### config.mk
export PLATFORM = sky130hd
export DESIGN_NAME = gardner_timing_nco
export DESIGN_NICKNAME = d
export VERILOG_FILES = /design/src/rtl/gardner_timing_nco.sv
export SDC_FILE = /design/constraint.sdc
export NUM_CORES = 1
export LEC_CHECK = 0
export CORE_ASPECT_RATIO = 1.25
export CORE_MARGIN = 2
export CORE_UTILIZATION = 43
export DETAILED_ROUTE_END_ITERATION = 16
export MAX_ROUTING_LAYER = met4
export PLACE_DENSITY_LB_ADDON = 0.08
export SLEW_MARGIN = 5
export SYNTH_ARGS = -nofsm -noshare
export SYNTH_HDL_FRONTEND = slang
export SYNTH_SLANG_ARGS = --single-unit
### constraint.sdc
create_clock -name clk -period 6.1 [get_ports clk]
set_input_delay 0.915 -clock clk [delete_from_list [all_inputs] [get_ports clk]]
set_output_delay 0.915 -clock clk [all_outputs]
set_load 0.1 [all_outputs]
### src/rtl/gardner_timing_nco.sv
// Gardner symbol-timing NCO: phase accumulator, symbol/mid strobes, clamped period correction.
// Optional lock detector is built when GARDNER_LOCK_DETECT_EN is defined.
module gardner_timing_nco #(
  parameter  int WIDTH      = 16,
  parameter  int OSR_LOG2   = 5,
  parameter  int FRAC       = 8,
  parameter  int CLAMP_LOG2 = 3,
  parameter  int LOCK_CNT   = 64,
  localparam int PW         = OSR_LOG2 + FRAC + 2
) (
  input  logic                    clk,
  input  logic                    rst_n,
  input  logic                    en,
  input  logic                    in_valid,
  input  logic signed [WIDTH-1:0] I_in,
  input  logic signed [WIDTH-1:0] Q_in,
  input  logic signed [WIDTH-1:0] err,
  input  logic                    err_valid,
  input  logic [3:0]              gain_shift,
  input  logic [WIDTH-2:0]        lock_thr,
  output logic                    sym_valid,
  output logic signed [WIDTH-1:0] I_sym,
  output logic signed [WIDTH-1:0] Q_sym,
  output logic                    mid_valid,
  output logic signed [WIDTH-1:0] I_mid,
  output logic signed [WIDTH-1:0] Q_mid,
  output logic [PW-1:0]           period,
  output logic                    lock
);

  localparam logic [PW-1:0] P0   = PW'(1) << (OSR_LOG2 + FRAC);
  localparam logic [PW-1:0] STEP = PW'(1) << FRAC;
  localparam int            CW   = ((WIDTH > PW + 1) ? WIDTH : PW + 1) + 1;
  localparam logic signed [CW-1:0] LIM  = CW'(P0 >> CLAMP_LOG2);
  localparam logic signed [CW-1:0] NLIM = -LIM;

  typedef enum logic [1:0] {
    IDLE,
    FIRST_HALF,
    SECOND_HALF
  } state_t;

  state_t r_state;
  state_t w_state_d;

  logic [PW-1:0] r_acc;
  logic [PW-1:0] w_acc_nx;
  logic [PW-1:0] w_acc_d;
  logic          w_sym;
  logic          w_mid;

  logic signed [WIDTH-1:0] w_shr;
  logic signed [CW-1:0]    w_shr_x;
  logic signed [PW:0]      w_corr;
  logic signed [PW:0]      r_corr;
  logic [PW-1:0]           w_pnew;

  assign w_acc_nx = r_acc + STEP;

  always_comb begin
    w_state_d = r_state;
    w_acc_d   = r_acc;
    w_sym     = 1'b0;
    w_mid     = 1'b0;
    if (!en) begin
      w_state_d = IDLE;
      w_acc_d   = '0;
    end else if (r_state == IDLE) begin
      w_state_d = FIRST_HALF;
      w_acc_d   = '0;
    end else if (in_valid) begin
      w_acc_d = w_acc_nx;
      if (w_acc_nx >= period) begin
        w_sym     = 1'b1;
        w_acc_d   = w_acc_nx - period;
        w_state_d = FIRST_HALF;
      end else if (r_state == FIRST_HALF &&
                   w_acc_nx >= (period >> 1)) begin
        w_mid     = 1'b1;
        w_state_d = SECOND_HALF;
      end
    end
  end

  always_ff @(posedge clk or negedge rst_n) begin
    if (!rst_n) begin
      r_state <= IDLE;
      r_acc   <= '0;
    end else begin
      r_state <= w_state_d;
      r_acc   <= w_acc_d;
    end
  end

  // Shift in the error's own width, then widen so the clamp compare cannot wrap.
  assign w_shr   = err >>> gain_shift;
  assign w_shr_x = {{(CW-WIDTH){w_shr[WIDTH-1]}}, w_shr};

  always_comb begin
    w_corr = w_shr_x[PW:0];
    if (w_shr_x > LIM) begin
      w_corr = LIM[PW:0];
    end else if (w_shr_x < NLIM) begin
      w_corr = NLIM[PW:0];
    end
  end

  assign w_pnew = P0 + PW'(r_corr);

  always_ff @(posedge clk or negedge rst_n) begin
    if (!rst_n) begin
      sym_valid <= 1'b0;
      mid_valid <= 1'b0;
      I_sym     <= '0;
      Q_sym     <= '0;
      I_mid     <= '0;
      Q_mid     <= '0;
      period    <= P0;
      r_corr    <= '0;
    end else begin
      sym_valid <= w_sym;
      mid_valid <= w_mid;
      if (w_sym) begin
        I_sym  <= I_in;
        Q_sym  <= Q_in;
        period <= w_pnew;
      end
      if (w_mid) begin
        I_mid <= I_in;
        Q_mid <= Q_in;
      end
      if (err_valid) begin
        r_corr <= w_corr;
      end
    end
  end

`ifdef GARDNER_LOCK_DETECT_EN
  localparam int CNTW = $clog2(LOCK_CNT + 1);

  logic [CNTW-1:0]  r_lock_cnt;
  logic [WIDTH-1:0] r_abs_err;
  logic [WIDTH-1:0] w_abs_err;

  assign w_abs_err = err[WIDTH-1] ? ((~err) + 1'b1) : err;

  always_ff @(posedge clk or negedge rst_n) begin
    if (!rst_n) begin
      r_lock_cnt <= '0;
      r_abs_err  <= '0;
    end else begin
      if (err_valid) begin
        r_abs_err <= w_abs_err;
      end
      if (!en || r_state == IDLE) begin
        r_lock_cnt <= '0;
      end else if (w_sym) begin
        if (r_abs_err <= {1'b0, lock_thr}) begin
          if (r_lock_cnt < CNTW'(LOCK_CNT)) begin
            r_lock_cnt <= r_lock_cnt + 1'b1;
          end
        end else begin
          r_lock_cnt <= '0;
        end
      end
    end
  end

  assign lock = (r_lock_cnt >= CNTW'(LOCK_CNT));
`else
  logic w_unused_thr;
  assign w_unused_thr = ^lock_thr;
  assign lock         = 1'b0;
`endif

endmodule

==> results.sh, run 1 <==
export IMPL_max_slew_margin_rel=0.284
export IMPL_status="complete, no violations"
export IMPL_numCtsBuffers=17
export IMPL_cts_resized=0
export IMPL_cts_tree="built"
export IMPL_synth_fp_nets=703
export IMPL_ys_warn_count=0
export IMPL_finClkSkew_ns=0.0112
export IMPL_layout_drive_gt1_share=0.162
export IMPL_synth_ff_type="dfrtp_1"
export IMPL_critPathLaunch="r_acc[8]"
export IMPL_synth_seq_area_share=0.429
export IMPL_min_delay_worst_endpoint="period[13]"
export IMPL_cts_path_max_buffers=2
export IMPL_rr_worst_depth=11
export IMPL_start_kind="register"
export IMPL_place_hpwl_mm=11.4
export IMPL_fin_crit_ns=4.27
export IMPL_crit_chain="ha_1, nand3_1, xnor2_1, ha_1, o211a_1, o21ai_0, o21ai_1, a2111o_1, nor2_4, nand4_4, mux2_4"
export IMPL_dr_pass1_iters=4
export IMPL_grt_max_degree=72
export IMPL_finalSetupTns_ns=0
export IMPL_antenna_cells=0
export IMPL_cp_data_required_time_ns=6.38
export IMPL_post_cts_buffers=0
export IMPL_r2r_slack_ns=1.83
export IMPL_syn_area_per_cell_um2=11.0
export IMPL_nets=829
export IMPL_n_fill_cell=1321
export IMPL_max_freq_mhz=234
export IMPL_multi_input_area_um2=3430
export IMPL_grt_pass1_vias=5184
export IMPL_p_leak_nw=4.06
export IMPL_r2r_start="r_acc[8]"
export IMPL_ff_latch_area_um2=2830
export IMPL_gp_congestion=0.866
export IMPL_track_usage=0.212
export IMPL_synth_edff_count=0
export IMPL_setup_viol=0
export IMPL_cts_root_buffer="clkbuf_16"
export IMPL_cap_violations=0
export IMPL_r2r_end="Q_mid[12]"
export IMPL_core_um2=15000
export IMPL_grt_pass1_wl_mm=26.5
export IMPL_htree_num_levels=4
export IMPL_grt_overflow=0
export IMPL_rows=50
export IMPL_hold_depth=1
export IMPL_fin_area_um2=8660
export IMPL_hp_start="r_corr[13]"
export IMPL_slowest_delay_ns=0.74
export IMPL_synth_area_um2=6590
export IMPL_synth_seq_cells=113
export IMPL_crit_top_cell="ha_1"
export IMPL_fp_dieW_um=115
export IMPL_grt_antenna_before_repair=0
export IMPL_synthDistinctLibCells=67
export IMPL_clkLatencyLatePin_ns=0.41
export IMPL_arrival_ns=4.55
export IMPL_finalCritPeriodShare=0.699
export IMPL_p_per_area_nw_per_um2=257
export IMPL_drt_initial_drc_count=242
export IMPL_fp_dieH_um=142
export IMPL_slew_violations=0
export IMPL_portBuffers=137
export IMPL_path_class="register to register"
export IMPL_setup_worst_path_end_class="register"
export IMPL_synthArstFlopShare=1.00
export IMPL_syn2layout_area_growth_pct=31.4
export IMPL_cpLargestDelayFamily="simple AND/OR/NAND/NOR gates"
export IMPL_vias=5016
export IMPL_start_util=0.439
export IMPL_drc=0
export IMPL_clock_sinks=113
export IMPL_clk_pin_slew_ns=0.06
export IMPL_dieArea_um2=16300
export IMPL_routed_via_density=5.45
export IMPL_placed_cell_area_um2=8030
export IMPL_hp_class="register to register"
export IMPL_path_max_fanout=33
export IMPL_routed_wl_mm=16.1
export IMPL_critPathBufInv=0
export IMPL_routedWlPerCell_um=17.5
export IMPL_io_pins=154
export IMPL_critPathSlowestCell="nand4_4"
export IMPL_antenna_left=0
export IMPL_final_hold_violation_count=0
export IMPL_post_cts_hold_buffer_count=0
export IMPL_worst_pin_slew_ns=1.05
export IMPL_synth_cells=600
export IMPL_rsz0062_at_grt="no"
export IMPL_ir_drop_mv=0.170
-- power breakdown --
group          switching [mW]  internal [mW]
clock                   0.357          0.696
sequential             0.0198          0.783
combinational           0.246          0.128
total                   0.623           1.61
-- cell families after synthesis --
family,after synthesis,synth area share
other,1,0.000569
xor gates and xnor gates,15,0.0199
AOI/OAI and AO/OA,146,0.142
adders and majority gates,31,0.0600
muxes,88,0.195
buffers and inverters,73,0.0514
DFF,113,0.429
and+or+nand+nor,133,0.102
-- cell usage after synthesis, types with 5 or more instances --
cell,instances,area share
xnor2_1,10,0.013
o21ai_0,43,0.033
buf_2,7,0.0053
mux2_2,6,0.010
dfrtp_1,112,0.43
a21oi_1,31,0.024
nor2_1,27,0.015
o31ai_1,8,0.0091
nand2_1,45,0.026
xor2_1,5,0.0066
buf_6,7,0.012
nor3_1,5,0.0038
o21a_1,5,0.0057
a211oi_1,10,0.011
nand3_1,19,0.014
inv_1,38,0.022
mux4_2,8,0.027
nand4_1,8,0.0076
nor2b_1,6,0.0057
mux2_4,59,0.13
mux2i_1,13,0.020
o22ai_1,8,0.0076
clkbuf_1,18,0.010
ha_1,30,0.057
-- cell type report --
class / instances / share of cell area
Clock buffer: 20 / 0.0516
Clock inverter: 12 / 0.0209
Inverter: 39 / 0.0169
Multi-Input combinational cell: 414 / 0.396
Sequential cell: 113 / 0.327
Tap cell: 182 / 0.0263
Timing Repair Buffer: 141 / 0.162
-- how the worst max path moves through the flow --
| stage | end | slack [ns] | cells after the start |
|---|---|---|---|
| after floorplan | period[0] | 2.70 | 9 |
| after global routing | Q_mid[12] | 1.61 | 11 |
| final | Q_mid[12] | 1.83 | 11 |
| after detailed placement | I_mid[3] | 1.87 | 11 |
| after global placement | Q_mid[12] | 1.95 | 11 |
| after CTS | I_mid[13] | 1.84 | 11 |
-- layer usage --
metal	track usage	up-vias	wire, um
met3	0.0494	10	849
met2	0.343	140	7760
met4	0.0596	0	120
met1	0.268	2441	7370
li1	-	2425	-
met5	-	-	0
-- metrics by stage --
step           hold slack [ns]  total power, mW  worst slack, ns  utilization  std cells
2_1_floorplan            0.435             1.07             2.70            -        600
3_3_place_gp             0.447             1.19             1.95        0.535        889
3_5_place_dp             0.471             1.19             1.87        0.535        889
4_1_cts                  0.471             2.25             1.84        0.577        921
5_1_grt                  0.506             2.32             1.61        0.577        921
6_report                 0.477             2.23             1.83        0.577        921
-- worst register-to-register path, cell delays in order, from the launching register on --
cell,delay [ns]
dfrtp_1,0.42
ha_1,0.30
nand3_1,0.12
xnor2_1,0.33
ha_1,0.39
o211a_1,0.27
o21ai_0,0.08
o21ai_1,0.11
a2111o_1,0.51
nor2_4,0.26
nand4_4,0.74
mux2_4,0.61
-- state kept, by name, summed over array words and instances, names as in the netlist --
name	cells
r_corr	15
mid_valid	1
I_mid	16
Q_sym	16
period	15
r_acc	15
sym_valid	1
r_state	2
I_sym	16
Q_mid	16
-- cells in the final DEF (no fill, tap or decap), types with 13 or more instances in the layout --
master	instances
inv_1	38
ha_1	30
o21ai_0	43
nand3_1	19
mux2i_1	13
nor2_1	27
clkdlybuf4s50_1	136
clkbuf_16	17
a21oi_1	31
mux2_4	59
nand2_1	45
dfrtp_1	112
Power figures use the tool's default switching activity.
==> run 2: changes to the inputs <==
clock period = 3.95 ns   (was 6.1 ns; I/O delays follow)
==> results.sh, run 2 (same netlist as run 1, synthesis figures left out) <==
export IMPL_start_util=0.439
export IMPL_clk_pin_slew_ns=0.06
export IMPL_antenna_left=0
export IMPL_syn2layout_area_growth_pct=32.2
export IMPL_cp_data_required_time_ns=4.25
export IMPL_dr_pass1_iters=5
export IMPL_portBuffers=137
export IMPL_numPlacedInstances=901
export IMPL_antenna_cells=0
export IMPL_fp_dieW_um=115
export IMPL_routedWlPerCell_um=17.5
export IMPL_core_um2=15000
export IMPL_gp_congestion=0.855
export IMPL_rows=50
export IMPL_vias=5108
export IMPL_grt_antenna_before_repair=0
export IMPL_p_per_area_nw_per_um2=372
export IMPL_cts_tree="built"
export IMPL_worst_pin_slew_ns=1.03
export IMPL_fp_dieH_um=142
export IMPL_cap_violations=0
export IMPL_routed_wl_mm=16.3
export IMPL_final_cell_mix="clkdlybuf4s50_1 (136), dfrtp_1 (112), mux2_4 (59)"
export IMPL_clkLatencyLatePin_ns=0.42
export IMPL_grt_overflow=0
export IMPL_start_kind="register"
export IMPL_path_class="register to register"
export IMPL_fin_crit_ns=3.43
export IMPL_finalSetupTns_ns=0
export IMPL_p_leak_nw=4.11
export IMPL_status="complete, no violations"
export IMPL_max_slew_margin_rel=0.311
export IMPL_arrival_ns=3.73
export IMPL_post_cts_hold_buffer_count=0
export IMPL_nets=841
export IMPL_finalCritPeriodShare=0.869
export IMPL_n_fill_cell=1327
export IMPL_routed_via_density=5.47
export IMPL_layoutNonFillerInstCount=933
export IMPL_layout_commonest_cell="clkdlybuf4s50_1"
export IMPL_track_usage=0.218
export IMPL_hp_class="input port to asynchronous set/reset pin"
export IMPL_ir_drop_mv=0.272
export IMPL_max_freq_mhz=291
export IMPL_drc=0
export IMPL_place_hpwl_mm=11.9
export IMPL_clock_sinks=113
export IMPL_htree_num_levels=4
export IMPL_numCtsBuffers=17
export IMPL_cts_path_max_buffers=2
export IMPL_grt_pass1_vias=5261
export IMPL_finClkSkew_ns=0.0157
export IMPL_cts_resized=0
export IMPL_grt_max_degree=64
export IMPL_final_hold_violation_count=0
export IMPL_path_max_fanout=30
export IMPL_post_cts_buffers=0
export IMPL_setup_worst_path_end_class="register"
export IMPL_grt_pass1_wl_mm=27.1
export IMPL_layout_drive_gt1_share=0.178
export IMPL_rsz0062_at_grt="no"
export IMPL_slew_violations=0
export IMPL_setup_viol=0
export IMPL_drt_initial_drc_count=291
export IMPL_dieArea_um2=16300
export IMPL_cts_root_buffer="clkbuf_16"
export IMPL_io_pins=154
[run 2: power breakdown]
group,switching [mW],total [mW],internal [mW]
clock,0.580,1.42,0.842
combinational,0.383,0.585,0.201
sequential,0.0301,1.24,1.21
[run 2: final timing paths]
check,start,endpoint,slack [ns],cells past startpoint
hold / removal,rst_n,I_sym[6],0.27,1
setup reg to reg,r_acc[8],I_mid[0],0.52,11
setup / recovery,r_acc[8],I_mid[0],0.52,11
hold reg to reg,r_corr[13],period[13],0.46,1
max in group asynchronous,rst_n,period[13],2.86,2
min in group clk,r_corr[13],period[13],0.46,1
[run 2: through the flow]
| stage | power, mW | instance area [um^2] | setup WS [ns] | utilization | hold slack (ns) |
|---|---|---|---|---|---|
| 2_1_floorplan | 1.65 | 6590 | 0.545 | - | 0.297 |
| 6_report | 3.25 | 8720 | 0.518 | 0.581 | 0.271 |
| 3_3_place_gp | 1.84 | 8160 | 0.570 | 0.544 | 0.447 |
| 4_1_cts | 3.28 | 8720 | 0.520 | 0.581 | 0.291 |
| 5_1_grt | 3.38 | 8720 | 0.237 | 0.581 | 0.338 |
| 3_5_place_dp | 1.84 | 8160 | 0.517 | 0.544 | 0.455 |
[run 2: final cells by class]
cell class | count | area, um^2 | share of cell area
clock inverters | 13 | 103 | 0.0118
well taps | 182 | 228 | 0.0261
inverters | 39 | 146 | 0.0168
flip-flops and latches | 113 | 2830 | 0.325
clock buffers | 19 | 453 | 0.0520
multi-input cells | 414 | 3430 | 0.394
repair buffers | 153 | 1530 | 0.175
[run 2: layer usage]
| metal | up-vias | share of wire | track usage | wire, um |
|---|---|---|---|---|
| met2 | 134 | 0.49 | 0.355 | 7920 |
| met1 | 2498 | 0.45 | 0.273 | 7360 |
| li1 | 2458 | - | - | - |
| met4 | 0 | 0.013 | 0.0596 | 205 |
| met5 | - | 0 | - | 0 |
| met3 | 18 | 0.051 | 0.0498 | 834 |
[run 2: critical path: stages, from the launching register on]
cell and delay [ns]:
dfrtp_1 0.42, ha_1 0.28, xor2_1 0.27, ha_1 0.38
a21oi_1 0.20, o21a_1 0.19, o21ai_1 0.11, a2111o_1 0.52
nor2_4 0.16, nand4_4 0.17, buf_12 0.27, mux2_4 0.33
==> run 3: changes to the inputs <==
CORE_UTILIZATION = 51   (was 43)
PLACE_DENSITY = 0.81   (was default)
PLACE_DENSITY_LB_ADDON = default   (was 0.08)
==> results.sh, run 3 (same netlist as run 1, synthesis figures left out) <==
export IMPL_rsz0062_at_grt="no"
export IMPL_max_freq_mhz=278
export IMPL_cpLargestDelayFamily="compound AO/OA/AOI/OAI gates"
export IMPL_rows=46
export IMPL_critPathSlowestCell="a2111o_1"
export IMPL_dieArea_um2=13900
export IMPL_layout_commonest_cell="clkdlybuf4s50_1"
export IMPL_p_leak_nw=4.11
export IMPL_total_power_mw=3.36
export IMPL_track_usage=0.259
export IMPL_core_um2=12700
export IMPL_path_class="register to register"
export IMPL_max_slew_margin_rel=0.287
export IMPL_fp_dieH_um=131
export IMPL_grt_antenna_before_repair=0
export IMPL_antenna_left=0
export IMPL_place_hpwl_mm=12.1
export IMPL_cts_path_max_buffers=2
export IMPL_r2r_start="r_acc[8]"
export IMPL_slew_violations=0
export IMPL_io_pins=154
export IMPL_post_cts_hold_buffer_count=0
export IMPL_grt_max_degree=58
export IMPL_portBuffers=137
export IMPL_layout_drive_gt1_share=0.175
export IMPL_cp_data_required_time_ns=4.25
export IMPL_clock_sinks=113
export IMPL_vias=5218
export IMPL_numCtsBuffers=17
export IMPL_drt_initial_drc_count=298
export IMPL_gp_congestion=0.908
export IMPL_slowest_delay_ns=0.53
export IMPL_finClkSkew_ns=0.00857
export IMPL_nets=838
export IMPL_routed_wl_mm=16.6
export IMPL_clkLatencyLatePin_ns=0.42
export IMPL_start_kind="register"
export IMPL_post_cts_buffers=0
export IMPL_final_hold_violation_count=0
export IMPL_cap_violations=0
export IMPL_finalCritPeriodShare=0.911
export IMPL_r2r_slack_ns=0.35
export IMPL_syn2layout_area_growth_pct=32.2
export IMPL_cts_root_buffer="clkbuf_16"
export IMPL_arrival_ns=3.90
export IMPL_crit_chain="ha_1, nand3_1, xnor2_1, ha_1, o211a_1, o21ai_0, o21ai_1, a2111o_1, nor2_4, nand4_4, buf_12, mux2_4"
export IMPL_cts_tree="built"
export IMPL_dr_pass1_iters=8
export IMPL_hp_class="input port to asynchronous set/reset pin"
export IMPL_p_per_area_nw_per_um2=385
export IMPL_worst_pin_slew_ns=1.07
export IMPL_fp_dieW_um=106
export IMPL_status="complete, no violations"
export IMPL_routed_via_density=5.70
export IMPL_clk_pin_slew_ns=0.06
export IMPL_antenna_cells=0
export IMPL_grt_pass1_vias=5189
export IMPL_r2r_end="I_mid[2]"
export IMPL_ir_drop_mv=0.304
export IMPL_critPathBufInv=1
export IMPL_grt_overflow=0
export IMPL_start_util=0.521
export IMPL_path_max_fanout=33
export IMPL_critPathLaunch="r_acc[8]"
export IMPL_setup_viol=0
export IMPL_drc=0
export IMPL_grt_pass1_wl_mm=27.7
export IMPL_cts_resized=0
export IMPL_fin_crit_ns=3.60
export IMPL_crit_top_cell="ha_1"
export IMPL_finalSetupTns_ns=0
export IMPL_final_cell_mix="clkdlybuf4s50_1 (136), dfrtp_1 (112), mux2_4 (59)"
export IMPL_rr_worst_depth=12
export IMPL_routedWlPerCell_um=18.1
export IMPL_setup_worst_path_end_class="register"
export IMPL_htree_num_levels=4
-- run 3: through the flow --
step,setup WS (ns),hold slack (ns),std cells,cell area [um^2],utilization
final,0.353,0.240,916,8710,0.688
after global routing,0.167,0.283,916,8710,0.688
after CTS,0.392,0.268,916,8710,0.688
after detailed placement,0.457,0.463,884,8120,0.641
after global placement,0.472,0.453,884,8120,0.641
after floorplan,0.545,0.297,600,6590,-
-- run 3: worst max-delay path by stage --
stage          slack [ns]         to  cells after the start
2_1_floorplan        0.55  period[0]                      9
3_3_place_gp         0.47   I_mid[3]                     12
3_5_place_dp         0.46  I_mid[11]                     12
4_1_cts              0.39   I_mid[5]                     12
5_1_grt              0.17  I_mid[14]                     12
6_report             0.35   I_mid[2]                     12
-- run 3: report_power, final --
part	internal (mW)	total [mW]	switching, mW
Combinational	0.201	0.586	0.385
Clock	0.897	1.53	0.631
Sequential	1.21	1.24	0.0326
-- run 3: area by class of cell --
| class | count | area (um^2) |
|---|---|---|
| Clock buffer | 17 | 425 |
| Clock inverter | 15 | 166 |
| Fill cell | 951 | 3950 |
| Inverter | 39 | 146 |
| Multi-Input combinational cell | 414 | 3430 |
| Sequential cell | 113 | 2830 |
| Tap cell | 168 | 210 |
| Timing Repair Buffer | 150 | 1500 |
-- run 3: layer usage --
layer,track usage,vias up,part of all wire
met5,-,-,0
met4,0.0855,0,0.016
met3,0.0635,23,0.071
met2,0.406,206,0.49
met1,0.331,2541,0.42
li1,-,2448,-
